==> src/rtl/rand_word_arbiter.sv <==
// -----------------------------------------------------------------------------
// rand_word_arbiter
//
// Shares one serial random-bit generator (an LFSR producing one bit per clock)
// between two requesters. A granted requester receives WIDTH consecutive
// generator bits packed into a word, together with a one-cycle acknowledge.
// The block also sequences generator reseeding. It pulses the generator's
// active-low reset for one clock and then discards WARMUP bits before it
// serves requests again.
//
// Parameters
//   WIDTH   bits per delivered word (2..16)
//   WARMUP  generator bits discarded after a reseed (0..255, 0 = none)
//
// Ports
//   clk_i        system clock, rising edge
//   rst_i        asynchronous active-low reset
//   rand_i       serial bit from the generator, one new bit per clock
//   reseed_i     single-cycle reseed request
//   req_i[1:0]   per-requester level request, held until the matching ack
//   lfsr_rst_no  active-low reset to the generator (registered)
//   ack_o[1:0]   one-hot, single-cycle "word_o valid for this requester"
//   word_o       last delivered word, held until the next delivery
//   busy_o       high in every state except IDLE
// -----------------------------------------------------------------------------
module rand_word_arbiter #(
  parameter int WIDTH  = 4,
  parameter int WARMUP = 8
) (
  input  logic             clk_i,
  input  logic             rst_i,
  input  logic             rand_i,
  input  logic             reseed_i,
  input  logic [1:0]       req_i,
  output logic             lfsr_rst_no,
  output logic [1:0]       ack_o,
  output logic [WIDTH-1:0] word_o,
  output logic             busy_o
);

  // The counter must reach the larger of the two limits. It restarts from
  // zero on every state entry, so it never has to wrap.
  localparam int CNT_MAX = (WIDTH > WARMUP) ? WIDTH : WARMUP;
  localparam int CW      = $clog2(CNT_MAX + 1);

  typedef enum logic [2:0] {
    S_IDLE,
    S_GATHER,
    S_DONE,
    S_RESEED,
    S_WARMUP
  } state_t;

  state_t           state_q;
  logic [CW-1:0]    cnt_q;
  logic [WIDTH-1:0] shift_q;
  logic [WIDTH-1:0] shift_d;
  logic [WIDTH-1:0] word_q;
  logic [1:0]       ack_q;
  logic             grant_q;
  logic             rr_q;
  logic             reseed_pend_q;
  logic             lfsr_rst_n_q;
  logic             busy_q;

  // The first sampled bit shifts up to become the MSB of the finished word.
  assign shift_d = {shift_q[WIDTH-2:0], rand_i};

  always_ff @(posedge clk_i or negedge rst_i) begin
    if (!rst_i) begin
      state_q       <= S_IDLE;
      cnt_q         <= '0;
      shift_q       <= '0;
      word_q        <= '0;
      ack_q         <= '0;
      grant_q       <= 1'b0;
      rr_q          <= 1'b0;
      reseed_pend_q <= 1'b0;
      lfsr_rst_n_q  <= 1'b1;
      busy_q        <= 1'b0;
    end else begin
      // These defaults make ack and the generator reset single-cycle pulses.
      ack_q        <= '0;
      lfsr_rst_n_q <= 1'b1;

      // A reseed that arrives while busy is remembered. It is serviced at the
      // next IDLE, so a word already in flight is never cut short.
      if (reseed_i && (state_q != S_IDLE)) begin
        reseed_pend_q <= 1'b1;
      end

      case (state_q)
        S_IDLE: begin
          if (reseed_i || reseed_pend_q) begin
            reseed_pend_q <= 1'b0;
            lfsr_rst_n_q  <= 1'b0;
            busy_q        <= 1'b1;
            state_q       <= S_RESEED;
          end else if (req_i != 2'b00) begin
            // A single request wins outright. A tie goes to the rr pointer.
            grant_q <= (req_i == 2'b11) ? rr_q : req_i[1];
            cnt_q   <= '0;
            busy_q  <= 1'b1;
            state_q <= S_GATHER;
          end
        end

        S_GATHER: begin
          shift_q <= shift_d;
          cnt_q   <= cnt_q + CW'(1);
          if (cnt_q == CW'(WIDTH - 1)) begin
            word_q         <= shift_d;
            ack_q[grant_q] <= 1'b1;
            rr_q           <= ~grant_q;
            state_q        <= S_DONE;
          end
        end

        S_DONE: begin
          busy_q  <= 1'b0;
          state_q <= S_IDLE;
        end

        S_RESEED: begin
          cnt_q <= '0;
          if (WARMUP == 0) begin
            busy_q  <= 1'b0;
            state_q <= S_IDLE;
          end else begin
            state_q <= S_WARMUP;
          end
        end

        S_WARMUP: begin
          // rand_i is ignored here. The generator output is still settling.
          cnt_q <= cnt_q + CW'(1);
          if (cnt_q == CW'(WARMUP - 1)) begin
            busy_q  <= 1'b0;
            state_q <= S_IDLE;
          end
        end

        default: begin
          busy_q  <= 1'b0;
          state_q <= S_IDLE;
        end
      endcase
    end
  end

  assign lfsr_rst_no = lfsr_rst_n_q;
  assign ack_o       = ack_q;
  assign word_o      = word_q;
  assign busy_o      = busy_q;

endmodule

==> config.mk <==
export PLATFORM = sky130hd
export DESIGN_NAME = rand_word_arbiter
export DESIGN_NICKNAME = d
export VERILOG_FILES = /design/src/rtl/rand_word_arbiter.sv
export SDC_FILE = /design/constraint.sdc
export NUM_CORES = 1
export LEC_CHECK = 0
export ABC_AREA = 1
export CAP_MARGIN = 0
export CORE_UTILIZATION = 50
export CTS_BUF_LIST = sky130_fd_sc_hd__clkbuf_8
export DETAILED_ROUTE_END_ITERATION = 12
export PLACE_DENSITY_LB_ADDON = 0.25
export SYNTH_ARGS = -nofsm -noshare
export SYNTH_HDL_FRONTEND = slang
export SYNTH_SLANG_ARGS = --single-unit
==> constraint.sdc <==
create_clock -name clk_i -period 2.7 [get_ports clk_i]
set_input_delay 0.54 -clock clk_i [delete_from_list [all_inputs] [get_ports clk_i]]
set_output_delay 0.54 -clock clk_i [all_outputs]
set_load 0.02 [all_outputs]
==> results of run 1 <==
worst register-to-register path: stages (launching register included):
cell     delay [ps]
dfrtp_1         380
inv_1           150
nand3_4         150
inv_2           100
nand3_2         230
nand2_1         170
o21ai_2          60
metal layers:
layer  wire length (um)  part of all wire, %  global-route usage, %  up-vias
met5                  0                    0                      0        -
met3                 93                  5.2                  6.275        4
met1                811                   46                  25.45      377
met4                 29                  1.6                  8.824        0
met2                842                   47                  31.55       22
li1                   -                    -                      -      379
flip-flops by register name, summed over array words and instances (netlist names):
register / cells
shift_q: 3
busy_o: 1
grant_q: 1
word_o: 4
cnt_q: 4
rr_q: 1
reseed_pend_q: 1
state_q: 3
ack_o: 2
lfsr_rst_no: 1
synth_stat cells, drive strengths merged:
library cell | instances | area share (%)
buf | 1 | 1.2
dfrtp | 20 | 51
dfstp | 1 | 2.7
ha | 1 | 1.3
inv | 18 | 6.9
nand2 | 37 | 15
nand3 | 9 | 6.4
nand4 | 2 | 1.3
nor2 | 8 | 3.9
o2111ai | 1 | 0.90
o21ai | 12 | 8.5
or2 | 1 | 0.64
metrics by stage:
step           area [sq um]  utilization (%)
6_report               1179            66.11
3_5_place_dp           1132            63.51
3_3_place_gp           1132            63.51
5_1_grt                1179            66.11
2_1_floorplan         974.7                -
4_1_cts                1179            66.11
report_power, final:
group          leakage (nW)  internal [W]  total, W  switching (W)
logic                 0.319      0.000248  0.000630       0.000383
clock network        0.0255      0.000103  0.000205       0.000102
registers             0.262      0.000454  0.000558       0.000103
total                 0.606      0.000805   0.00139       0.000588
final timing paths:
check,start,cells after the start,endpoint
worst min register to register,busy_o,2,busy_o
worst max register to register,state_q[1],6,word_o[1]
min in group asynchronous,rst_i,2,cnt_q[3]
worst min-delay path,busy_o,2,busy_o
worst max-delay path,lfsr_rst_no,1,lfsr_rst_no
max in group asynchronous,rst_i,2,lfsr_rst_no
kinds of logic (layout without fill, tap and decap cells):
logic type | count (synthesis) | count (layout) | share of synthesized area, %
AO/OA/AOI/OAI | 13 | 13 | 9.370
adder cells (fa/ha/maj) | 1 | 1 | 1.283
buffers and inverters | 19 | 36 | 8.088
flip-flops | 21 | 21 | 54.04
AND/OR/NAND/NOR | 57 | 57 | 27.21
final cells by class:
class | count | share of cell area [%]
multi-input cells | 71 | 31.32
flip-flops and latches | 21 | 44.69
clock inverters | 1 | 0.4246
inverters | 18 | 5.732
well taps | 25 | 2.654
repair buffers | 14 | 11.68
clock buffers | 3 | 3.503
==> qor.yml, run 1 <==
outcome:
  status: "complete, no violations"
sta:
  skew_ps: 4.998
  min_period_over_period_pct: 70.43
  min_period_ps: 1902
  tns_ps: 0
  fmax_ghz: 0.5259
  worst_slew_pin_slew_ps: 327.8
  rsz0062_at_grt: "false"
  whs_ps: 481.8
  setup_viol: 0
  maxSlewHeadroom_pct: 78.00
  hold_viol: 0
  setup_ws_ps: 798.5
  drv_slew: 0
routing:
  drc_errors: 0
  first_iter_violations: 15
  postRouteAntennaNets: 0
  viasPerCell: 5.111
  dr.pass1.iters: 4
  routed_wl_um: 1777
  vias: 782
  routedWlPerCell_um: 11.61
die:
  ios: 14
  fp.dieW_um: 46.15
  start_util_pct: 54.67
  die_y_um: 46.15
  rows: 15
  die-area_sq_um: 2130
  core_sq_um: 1783
power:
  finalPower_w: 0.001393
  p_leak_nw: 0.6060
  power_density_nw_per_um2: 1182
  ir_worst_vdd_v: 0.0006297
clock_tree:
  post_cts_buffers: 0
  clockBufferDepth: 2
  ctsHoldBuffers: 0
  cts_tree: "done"
  clk_pin_slew_ps: 70
  clk_latency_ps: 260
  cts_resized: 0
  ctsHtreeMaxLevel: 1
  clock_sinks: 21
  cts_buffers: 3
  cts_root_buf: "clkbuf_8"
synthesis:
  synth.distinct_cells: 19
  ys_seq_area_share_pct: 54.04
  synth_area_sq_um: 974.7
  synth.ff_latch_count: 21
  syn_avg_cell_area_sq_um: 8.781
  syn_inst: 111
  syn_nets: 118
  ys_warn_count: 0
global_route:
  grt_pass1_vias: 733
  grt_pass1_wl_um: 2994
  grtUsageTotal_pct: 20.12
  grt_max_degree: 22
  grt_overflow_total: 0
  antenna_found_initial: 0
layout:
  drive_gt1_share_pct: 16.41
  layout_commonest_cell: "nand2_1"
  final_cell_mix: "nand2_1, dfrtp_1, inv_1"
  fin_nets: 136
  seqCellArea_sq_um: 526.8
  instances_no_fill: 153
  multi_input_area_sq_um: 369.1
  num_antenna_cells: 0
  synthToLayoutAreaGrowth_pct: 20.92
  n_fill_cell: 146
placement:
  dp_worst_setup_slack_ps: 1027
  portBuffers: 13
  gp_congestion: 0.8173
  dpl.hpwl_um: 1339
  dpl.cell_count: 149
critical_path:
  reg2reg_slack_ps: 1370
  cp_slowest_cell: "clkdlybuf4s50_1"
  cp.required_ps: 2160
  critical_path.cell_chain: "clkdlybuf4s50_1"
  worstPathArrival_ps: 1360
  critPathCaptureType: "output pin"
  cp_top_family: "buffers and inverters"
  crit_buf_inv: 1
  cp_max_fo: 1
  start_kind: "flip-flop"
  critPathMaxStageDelay_ps: 590
  path_class: "flip-flop to output pin"
min_path:
  worstHoldPathType: "flip-flop to flip-flop"
flow_run:
  drv_cap: 0
Power figures use the tool's default switching activity.
==> run 2: changes to the inputs <==
clock period = 1.9 ns   (was 2.7 ns; I/O delays follow)
==> qor.yml, run 2 (synthesized netlist as in run 1, its figures left out) <==
layout:
  num_antenna_cells: 0  # unchanged
  fin_nets: 136  # unchanged
  synthToLayoutAreaGrowth_pct: 20.80  # was 20.92%
  drive_gt1_share_pct: 15.63  # was 16.41%
  fin_util_pct: 66.04  # was 66.11%
  layout_commonest_cell: "nand2_1"  # unchanged
  final_cell_mix: "nand2_1, dfrtp_1, inv_1"  # unchanged
  n_fill_cell: 162  # was 146
placement:
  dpl.hpwl_um: 1322  # was 1339 um
  gp_congestion: 0.8161  # was 0.8173
  portBuffers: 13  # unchanged
clock_tree:
  ctsHtreeMaxLevel: 1  # unchanged
  clk_pin_slew_ps: 70  # about the same
  clock_sinks: 21  # unchanged
  clockBufferDepth: 2  # unchanged
  ctsHoldBuffers: 0  # unchanged
  cts_buffers: 3  # unchanged
  clk_latency_ps: 260  # about the same
  post_cts_buffers: 0  # unchanged
  cts_root_buf: "clkbuf_8"  # unchanged
  cts_resized: 0  # unchanged
  cts_tree: "done"  # unchanged
critical_path:
  worstPathArrival_ps: 1360  # about the same
  r2r-end: "word_o[2]"  # was word_o[1]
  reg2reg_depth: 6  # unchanged
  cp.required_ps: 1520  # was 2160 ps
  cp_slowest_cell: "clkdlybuf4s50_1"  # unchanged
  critical_path.cell_chain: "clkdlybuf4s50_1"  # unchanged
  start_kind: "flip-flop"  # unchanged
  path_class: "flip-flop to output pin"  # unchanged
  reg2reg_slack_ps: 540  # was 1370 ps
  cp_max_fo: 1  # unchanged
  critPathCaptureType: "output pin"  # unchanged
  crit_buf_inv: 1  # unchanged
  cp_top_family: "buffers and inverters"  # unchanged
  critPathMaxStageDelay_ps: 590  # about the same
  timing.rr.start: "state_q[2]"  # was state_q[1]
power:
  clkPwrFrac_pct: 14.3  # was 14.7%
  p_leak_nw: 0.6074  # was 0.6060 nW
  ir_worst_vdd_v: 0.001084  # was 0.0006297 V
  p_int_w: 0.001141  # was 0.0008048 W
  seqPwrFrac_pct: 40.0  # about the same
  finalPower_w: 0.001976  # was 0.001393 W
  swShare_pct: 42.23  # about the same
  power_switching_w: 0.0008343  # was 0.0005884 W
  combPwrFrac_pct: 45.7  # was 45.2%
  power_density_nw_per_um2: 1678  # was 1182 nW/um^2
global_route:
  grtUsageTotal_pct: 20.81  # was 20.12%
  grt_pass1_vias: 738  # was 733
  grt_max_degree: 22  # unchanged
  grt_pass1_wl_um: 3077  # was 2994 um
  antenna_found_initial: 0  # unchanged
  grt_overflow_total: 0  # unchanged
sta:
  tns_ps: 0  # unchanged
  skew_ps: 2.251  # was 4.998 ps
  whs_ps: 461.2  # was 481.8 ps
  setup_viol: 0  # unchanged
  worst_slew_pin_slew_ps: 333.6  # was 327.8 ps
  min_period_ps: 1745
  hold_viol: 0  # unchanged
  rsz0062_at_grt: "false"  # unchanged
  drv_slew: 0  # unchanged
  min_period_over_period_pct: 91.83
  fmax_ghz: 0.5732
  maxSlewHeadroom_pct: 77.61  # was 78.00%
routing:
  routedWlPerCell_um: 11.67  # was 11.61 um
  viasPerCell: 4.882  # was 5.111
  vias: 747  # was 782
  dr.pass1.iters: 4  # unchanged
  postRouteAntennaNets: 0  # unchanged
  routed_wl_um: 1785  # was 1777 um
  drc_errors: 0  # unchanged
  first_iter_violations: 6  # was 15
die:
  die_y_um: 46.15  # unchanged
  fp.dieW_um: 46.15  # unchanged
  start_util_pct: 54.67  # unchanged
  ios: 14  # unchanged
  die-area_sq_um: 2130  # unchanged
  core_sq_um: 1783  # unchanged
  rows: 15  # unchanged
outcome:
  status: "complete, no violations"  # unchanged
min_path:
  worstHoldPathType: "input pin to async pin"  # was flip-flop to flip-flop
flow_run:
  drv_cap: 0  # unchanged
==> run 2: changes by cell type in the layout (fill, tap and decap cells not counted) <==
cell	delta
inv_1	+1
clkinv_2	-1
==> run 2: layout make-up <==
class | count | area, sq um | share of cell area, %
sequential | 21 | 526.8 | 44.74
multi-input combinational | 71 | 369.1 | 31.35
timing repair buffer | 14 | 137.6 | 11.69
inverter | 18 | 67.56 | 5.739
clock buffer | 3 | 41.29 | 3.507
tap | 25 | 31.28 | 2.657
clock inverter | 1 | 3.754 | 0.3188
==> run 2: worst max-delay path by stage <==
stage	start	endpoint	slack (ps)	depth (start not counted)
floorplan	cnt_q[0]	cnt_q[2]	750	4
global placement	reseed_i	grant_q	430	7
detailed placement	req_i[1]	cnt_q[2]	400	8
CTS	lfsr_rst_no	lfsr_rst_no	150	1
global route	lfsr_rst_no	lfsr_rst_no	120	1
finish	lfsr_rst_no	lfsr_rst_no	160	1
==> run 2: through the flow <==
step | setup slack, ps | cell area [sq um] | std cells
floorplan | 746.1 | 974.7 | 111
global placement | 434.7 | 1132 | 149
detailed placement | 397.5 | 1132 | 149
CTS | 149.7 | 1177 | 153
global route | 123.9 | 1177 | 153
finish | 155.3 | 1177 | 153
==> run 2: routing by layer <==
| metal | global-route usage [%] | part of all wire (%) | up-vias |
|---|---|---|---|
| met4 | 8.824 | 0.67 | 0 |
| met5 | 0 | 0 | - |
| met2 | 33.52 | 47 | 11 |
| met3 | 3.529 | 2.7 | 2 |
| met1 | 27.53 | 49 | 353 |
| li1 | - | - | 381 |
==> run 2: power groups by stage <==
stage	Sequential (W)	Combinational, W	Clock (W)
floorplan	0.000852	0.000561	0
CTS	0.000790	0.000913	0.000289
detailed placement	0.000795	0.000907	0
global route	0.000819	0.00101	0.000307
global placement	0.000786	0.000869	0
finish	0.000790	0.000903	0.000282
